--- config.mk ---
export PLATFORM = sky130hd
export DESIGN_NAME = tag_release_queue_flat
export DESIGN_NICKNAME = d
export VERILOG_FILES = /design/src/rtl/tag_release_queue_if.sv /design/src/rtl/tag_release_queue.sv /design/src/flat_wrapper.sv
export SDC_FILE = /design/constraint.sdc
export NUM_CORES = 1
export LEC_CHECK = 0
export CAP_MARGIN = 20
export CELL_PAD_IN_SITES_DETAIL_PLACEMENT = 1
export CELL_PAD_IN_SITES_GLOBAL_PLACEMENT = 1
export CORE_UTILIZATION = 49
export CTS_BUF_LIST = sky130_fd_sc_hd__clkbuf_4 sky130_fd_sc_hd__clkbuf_8
export DETAILED_ROUTE_END_ITERATION = 6
export PLACE_DENSITY = 0.89
export SLEW_MARGIN = 20
export SYNTH_ARGS = -nofsm -noshare
export SYNTH_HDL_FRONTEND = slang
export SYNTH_SLANG_ARGS = --single-unit
--- constraint.sdc ---
create_clock -name clk -period 4.6 [get_ports clk]
set_input_delay 1.15 -clock clk [delete_from_list [all_inputs] [get_ports clk]]
set_output_delay 1.15 -clock clk [all_outputs]
set_load 0.005 [all_outputs]
--- src/rtl/tag_release_queue_if.sv ---
`default_nettype none
// ============================================================================
//  Module      : tag_release_queue_if
//  Description : Bundle between retirement (release side), the tag release
//                queue and the rename free list (single write port).
//                master = retirement / free-list side, slave = the queue.
//  Revision    : 1.0 - initial release
// ============================================================================
interface tag_release_queue_if #(
  parameter int WIDTH = 128,
  parameter int DEPTH = 8
);
  localparam int c_TW = $clog2(WIDTH) + 1;
  localparam int c_CW = $clog2(DEPTH) + 1;

  // Retirement side: up to two tags per cycle, slot 1 younger than slot 0
  logic            release_valid_0;
  logic [c_TW-1:0] release_tag_0;
  logic            release_valid_1;
  logic [c_TW-1:0] release_tag_1;
  logic            release_ready;

  // Free-list side: one tag per cycle, no backpressure
  logic            write_tag;
  logic [c_TW-1:0] write_tag_source;

  // Occupancy
  logic [c_CW-1:0] num_pending;

  modport master (
    output release_valid_0,
    output release_tag_0,
    output release_valid_1,
    output release_tag_1,
    input  release_ready,
    input  write_tag,
    input  write_tag_source,
    input  num_pending
  );

  modport slave (
    input  release_valid_0,
    input  release_tag_0,
    input  release_valid_1,
    input  release_tag_1,
    output release_ready,
    output write_tag,
    output write_tag_source,
    output num_pending
  );
endinterface
`default_nettype wire

--- src/rtl/tag_release_queue.sv ---
`default_nettype none
// ============================================================================
//  Module      : tag_release_queue
//  Description : In-order circular buffer between retirement (up to two
//                returned physical tags per cycle) and the free list's single
//                write port (one tag per cycle). Backpressures retirement
//                whenever fewer than two entries are free.
//  Revision    : 1.0 - initial release
// ============================================================================
module tag_release_queue #(
  parameter int WIDTH = 128,
  parameter int DEPTH = 8
) (
  input  wire logic           clk,
  input  wire logic           reset,
  tag_release_queue_if.slave  bus
);

  localparam int c_TW = $clog2(WIDTH) + 1;
  localparam int c_PW = $clog2(DEPTH);
  localparam int c_CW = $clog2(DEPTH) + 1;

  // Pointer arithmetic relies on DEPTH being a power of two so the pointers
  // wrap for free; a pair push needs at least a little headroom beyond 2.
  generate
    if ((DEPTH < 4) || ((DEPTH & (DEPTH - 1)) != 0)) begin : g_bad_depth
      $error("tag_release_queue: DEPTH must be a power of two and >= 4");
    end
  endgenerate

  // --------------------------------------------------------------------------
  // State
  // --------------------------------------------------------------------------
  logic [c_TW-1:0] r_buf [DEPTH];
  logic [c_PW-1:0] r_rd_ptr;
  logic [c_PW-1:0] r_wr_ptr;
  logic [c_CW-1:0] r_count;

  // --------------------------------------------------------------------------
  // Combinational control
  // --------------------------------------------------------------------------
  logic [c_CW-1:0] w_space;
  logic            w_ready;
  logic            w_acc_0;
  logic            w_acc_1;
  logic [1:0]      w_n_push;
  logic            w_pop;
  logic            w_we_a;
  logic            w_we_b;
  logic [c_TW-1:0] w_data_a;
  logic [c_PW-1:0] w_wr_ptr_p1;
  logic [c_PW-1:0] w_wr_ptr_next;
  logic [c_PW-1:0] w_rd_ptr_next;
  logic [c_CW-1:0] w_count_next;

  // Readiness comes from registered count only; a same-cycle drain is not
  // credited, which keeps release_ready free of any input-to-output path.
  assign w_space = c_CW'(DEPTH) - r_count;
  assign w_ready = (w_space >= c_CW'(2));

  // Valids arriving while not ready are dropped here (protocol violation)
  assign w_acc_0  = w_ready & bus.release_valid_0;
  assign w_acc_1  = w_ready & bus.release_valid_1;
  assign w_n_push = {1'b0, w_acc_0} + {1'b0, w_acc_1};

  // The free list never stalls, so any buffered entry drains this cycle
  assign w_pop = (r_count != '0);

  // Port A writes at wr_ptr: slot 0 if present, else slot 1 (no bubble).
  // Port B writes slot 1 at wr_ptr+1 only when both slots are valid.
  assign w_we_a      = w_acc_0 | w_acc_1;
  assign w_we_b      = w_acc_0 & w_acc_1;
  assign w_data_a    = w_acc_0 ? bus.release_tag_0 : bus.release_tag_1;
  assign w_wr_ptr_p1 = r_wr_ptr + c_PW'(1);

  assign w_wr_ptr_next = r_wr_ptr + c_PW'(w_n_push);
  assign w_rd_ptr_next = r_rd_ptr + c_PW'(w_pop);
  assign w_count_next  = r_count + c_CW'(w_n_push) - c_CW'(w_pop);

  // --------------------------------------------------------------------------
  // Outputs: all derived from registered state
  // --------------------------------------------------------------------------
  assign bus.release_ready    = w_ready;
  assign bus.write_tag        = w_pop;
  assign bus.write_tag_source = w_pop ? r_buf[r_rd_ptr] : '0;
  assign bus.num_pending      = r_count;

  // --------------------------------------------------------------------------
  // Sequential logic
  // --------------------------------------------------------------------------

  // Pointer and occupancy update; reset wins over any same-cycle push/pop
  always_ff @(posedge clk) begin
    if (reset) begin
      r_rd_ptr <= '0;
      r_wr_ptr <= '0;
      r_count  <= '0;
    end else begin
      r_rd_ptr <= w_rd_ptr_next;
      r_wr_ptr <= w_wr_ptr_next;
      r_count  <= w_count_next;
    end
  end

  // Tag storage: up to two writes per cycle at consecutive slots
  always_ff @(posedge clk) begin
    if (reset) begin
      for (int i = 0; i < DEPTH; i++) begin
        r_buf[i] <= '0;
      end
    end else begin
      if (w_we_a) begin
        r_buf[r_wr_ptr] <= w_data_a;
      end
      if (w_we_b) begin
        r_buf[w_wr_ptr_p1] <= bus.release_tag_1;
      end
    end
  end

  // --------------------------------------------------------------------------
  // Simulation checks
  // --------------------------------------------------------------------------

  // Upstream must hold off while release_ready is low
  a_no_release_when_full: assert property (
    @(posedge clk) disable iff (reset)
      (bus.release_valid_0 || bus.release_valid_1) |-> bus.release_ready
  );

  // Occupancy never exceeds the storage
  a_count_in_range: assert property (
    @(posedge clk) disable iff (reset)
      r_count <= c_CW'(DEPTH)
  );

  // Count and pointer distance always agree (full wraps to distance 0)
  a_ptr_consistent: assert property (
    @(posedge clk) disable iff (reset)
      r_count[c_PW-1:0] == c_PW'(r_wr_ptr - r_rd_ptr)
  );

endmodule
`default_nettype wire
--- src/flat_wrapper.sv ---
// flat-port wrapper written by rule: the top's interface ports become plain ports
module tag_release_queue_flat 
#(
  parameter int WIDTH = 128,
  parameter int DEPTH = 8
)
  (clk, reset, bus_release_valid_0, bus_release_tag_0, bus_release_valid_1, bus_release_tag_1, bus_release_ready, bus_write_tag, bus_write_tag_source, bus_num_pending);
  tag_release_queue_if #(.WIDTH(WIDTH), .DEPTH(DEPTH)) bus_i ();
  input  wire logic clk;
  input  wire logic reset;
  input wire logic [$bits(bus_i.release_valid_0)-1:0] bus_release_valid_0;
  input wire logic [$bits(bus_i.release_tag_0)-1:0] bus_release_tag_0;
  input wire logic [$bits(bus_i.release_valid_1)-1:0] bus_release_valid_1;
  input wire logic [$bits(bus_i.release_tag_1)-1:0] bus_release_tag_1;
  output wire logic [$bits(bus_i.release_ready)-1:0] bus_release_ready;
  output wire logic [$bits(bus_i.write_tag)-1:0] bus_write_tag;
  output wire logic [$bits(bus_i.write_tag_source)-1:0] bus_write_tag_source;
  output wire logic [$bits(bus_i.num_pending)-1:0] bus_num_pending;
  assign bus_i.release_valid_0 = bus_release_valid_0;
  assign bus_i.release_tag_0 = bus_release_tag_0;
  assign bus_i.release_valid_1 = bus_release_valid_1;
  assign bus_i.release_tag_1 = bus_release_tag_1;
  assign bus_release_ready = bus_i.release_ready;
  assign bus_write_tag = bus_i.write_tag;
  assign bus_write_tag_source = bus_i.write_tag_source;
  assign bus_num_pending = bus_i.num_pending;
  tag_release_queue #(.WIDTH(WIDTH), .DEPTH(DEPTH)) u_core (.clk(clk), .reset(reset), .bus(bus_i));
endmodule
==> flow_summary.yaml <==
global_routing:
  grt_start_max_net_pins: 65
  number_of_antenna_violations_at_the_first_check_in_global_routing: 0
  vias_in_the_first_global_route: 3950
  wire_length_of_the_first_global_routing_pass_um: 21600
  globalRouteTotalUtil: 0.295
  gr-total-overflow: 0
pwr:
  max-vdd-ir-drop_v: 0.000410
  powerDensity_mw_per_mm2: 543
  cellLeakagePower_uw: 0.00173
critical_path:
  cp.required_ps: 4780
  cp-end-kind: "register"
  crit_type: "input pin to register"
  critPathSlowestCell: "sky130_fd_sc_hd__clkdlybuf4s50_1"
  critical_path.max_fanout: 10
  critical_path.n_buffers_inverters: 2
  critPathArrivalTime_ps: 4080
  crit_family: "compound AO/OA/AOI/OAI gates"
  cpPeakStageDelay_ps: 730
  critical_path.cell_chain: "clkdlybuf4s50_1, o21a_2, inv_1, ha_1, or3b_1, nor2_4, o211ai_1, o221ai_1"
  critPathLaunchType: "input pin"
logic_synthesis:
  syn_inst: 442
  synth-warning-count: 0
  synth_enable_flop_cells: 64
  postSynthAreaPerCell_sq_um: 10.6
  syn-num-nets: 478
  async_flop_share: 0
  synth.distinct_cells: 37
  yosysSeqAreaShare: 0.454
  synth_seq_cells: 74
  synth.cell_area_sq_mm: 0.00467
  most_common_flop_cell_mapped_by_yosys: "sky130_fd_sc_hd__edfxtp_1"
placed_design:
  port_bufs: 33
  hpwlAfterDp_um: 9640
  globalplace.congestion: 0.859
die:
  num_rows: 35
  placeableCoreArea_sq_mm: 0.00924
  chipHeight_um: 99.6
  dieArea_sq_mm: 0.00992
  top_level_ports: 34
  floorplan.initialDensity: 0.505
  fp.dieW_um: 99.6
timing:
  final-setup-viol-count: 0
  timing.fmax_mhz: 256
  finalHoldViolations: 0
  slew-limit-headroom: 0.393
  fin_setup_tns_ps: 0
  final-max-slew-violation-count: 0
  timing_worst_slew_pin_value_ps: 909
  grt_setup_unrepaired: "false"
  post-route-min-period_ps: 3900
  fin_worst_skew_ps: 12.0
  final_min_period_over_clock_period: 0.849
drt:
  routed_wl_um: 13600
  vias: 3793
  drt_first_pass_iters: 5
  routed_wl_per_cell_um: 23.0
  drc: 0
  initialDrtViolationCount: 218
  antenna_violating_nets_post_route: 0
  routed_via_density: 6.40
clock_tree:
  cts_resized: 0
  cts_setup_buffers: 0
  clock_tree.htree_level_count: 3
  tritoncts_sink_count: 74
  cts_hold_buf: 0
  cts_tree: "built"
  clock_latency_ps: 370
  cts_max_path_buffers: 2
  clock_buffers_created_by_tritoncts: 9
  cts_root_buf: "sky130_fd_sc_hd__clkbuf_8"
  clkSlewWorstSetupHoldPaths_ps: 100
finish:
  layout_commonest_cell: "sky130_fd_sc_hd__nand2_1"
  post_layout_util: 0.572
  diodes: 0
  syn_to_final_growth_pct: 13.2
  layout_common_cells: "sky130_fd_sc_hd__nand2_1, sky130_fd_sc_hd__o221ai_1, sky130_fd_sc_hd__edfxtp_1"
  net_count_reported_at_finish: 495
  layout_cells_sized_above_1: 0.142
min_path:
  min-delay-path-class: "register to register"
job:
  drv.max_cap_violation_count: 0
outcome:
  status: "finished clean"
-- state kept, by name (all words and copies together), names as in the netlist --
register,count
u_core.r_wr_ptr,3
u_core.r_rd_ptr,3
u_core.r_buf,64
u_core.bus.num_pending,4
-- Yosys cell counts, drive strengths merged, types with 4 or more instances --
library cell	instances	share of area
nor3	10	0.024
mux4	16	0.077
ha	14	0.038
dfxtp	10	0.043
edfxtp	64	0.41
o221ai	64	0.12
mux2i	8	0.017
nand2	130	0.10
nor2	19	0.025
buf	22	0.027
clkbuf	16	0.013
or3	10	0.013
o211ai	8	0.017
inv	22	0.018
nor2b	6	0.0080
xnor2	4	0.0075
-- path summary, 6_finish.rpt --
| check | start | endpoint | slack (ps) | cells after the start |
|---|---|---|---|---|
| setup reg to reg | u_core.bus.num_pending[0] | u_core.r_buf[5][2] | 880 | 10 |
| hold reg to reg | u_core.r_rd_ptr[0] | u_core.r_rd_ptr[0] | 640 | 2 |
| setup / recovery | bus_release_valid_0 | u_core.r_buf[7][2] | 700 | 8 |
| hold / removal | u_core.r_rd_ptr[0] | u_core.r_rd_ptr[0] | 640 | 2 |
-- power breakdown --
group	leakage [uW]	total (uW)	switching [uW]	internal [uW]
Sequential	0.000748	999	118	881
Combinational	0.000877	1270	693	579
Clock	0.000106	598	287	310
Total	0.00173	2870	1100	1770
-- worst register-to-register path, stage by stage, from the launching register on --
cell and delay (ps):
sky130_fd_sc_hd__dfxtp_1 370, sky130_fd_sc_hd__inv_1 100, sky130_fd_sc_hd__ha_1 230, sky130_fd_sc_hd__nor2b_1 160, sky130_fd_sc_hd__a31oi_4 390, sky130_fd_sc_hd__or2_2 210, sky130_fd_sc_hd__and2_1 130, sky130_fd_sc_hd__ha_1 180
sky130_fd_sc_hd__or3b_2 530, sky130_fd_sc_hd__nor3_2 590, sky130_fd_sc_hd__or3_1 490
-- cells by family after synthesis --
group	Yosys count	share of synthesized area
muxes	24	0.0943
xor gates and xnor gates	6	0.0113
adders and majority gates	16	0.0461
buffers and inverters	60	0.0571
DFF	74	0.454
AOI/OAI and AO/OA	77	0.147
and+or+nand+nor	185	0.190
-- stage by stage --
step | hold WS (ps) | instance area [sq um] | setup slack (ps) | power, uW | std cells
after floorplan | 554 | 4670 | 1010 | 1870 | 442
after global placement | 574 | 5060 | 412 | 2230 | 577
after detailed placement | 626 | 5060 | 332 | 2300 | 577
after CTS | 645 | 5290 | 707 | 2890 | 593
after global routing | 655 | 5290 | 600 | 3030 | 593
final | 643 | 5290 | 696 | 2870 | 593
-- cell type report --
type	count	area [sq um]
well taps	129	161
flip-flops and latches	74	2120
inverters	22	82.6
multi-input cells	308	2280
fillers	1010	3950
repair buffers	44	413
clock buffers	9	124
clock inverters	7	101
-- layer usage --
layer  global-route usage  part of all wire
met5                    0                 0
met4                0.163             0.043
met1                0.368              0.39
met3               0.0316             0.052
met2                0.505              0.51
(Power assumes the default switching activity.)
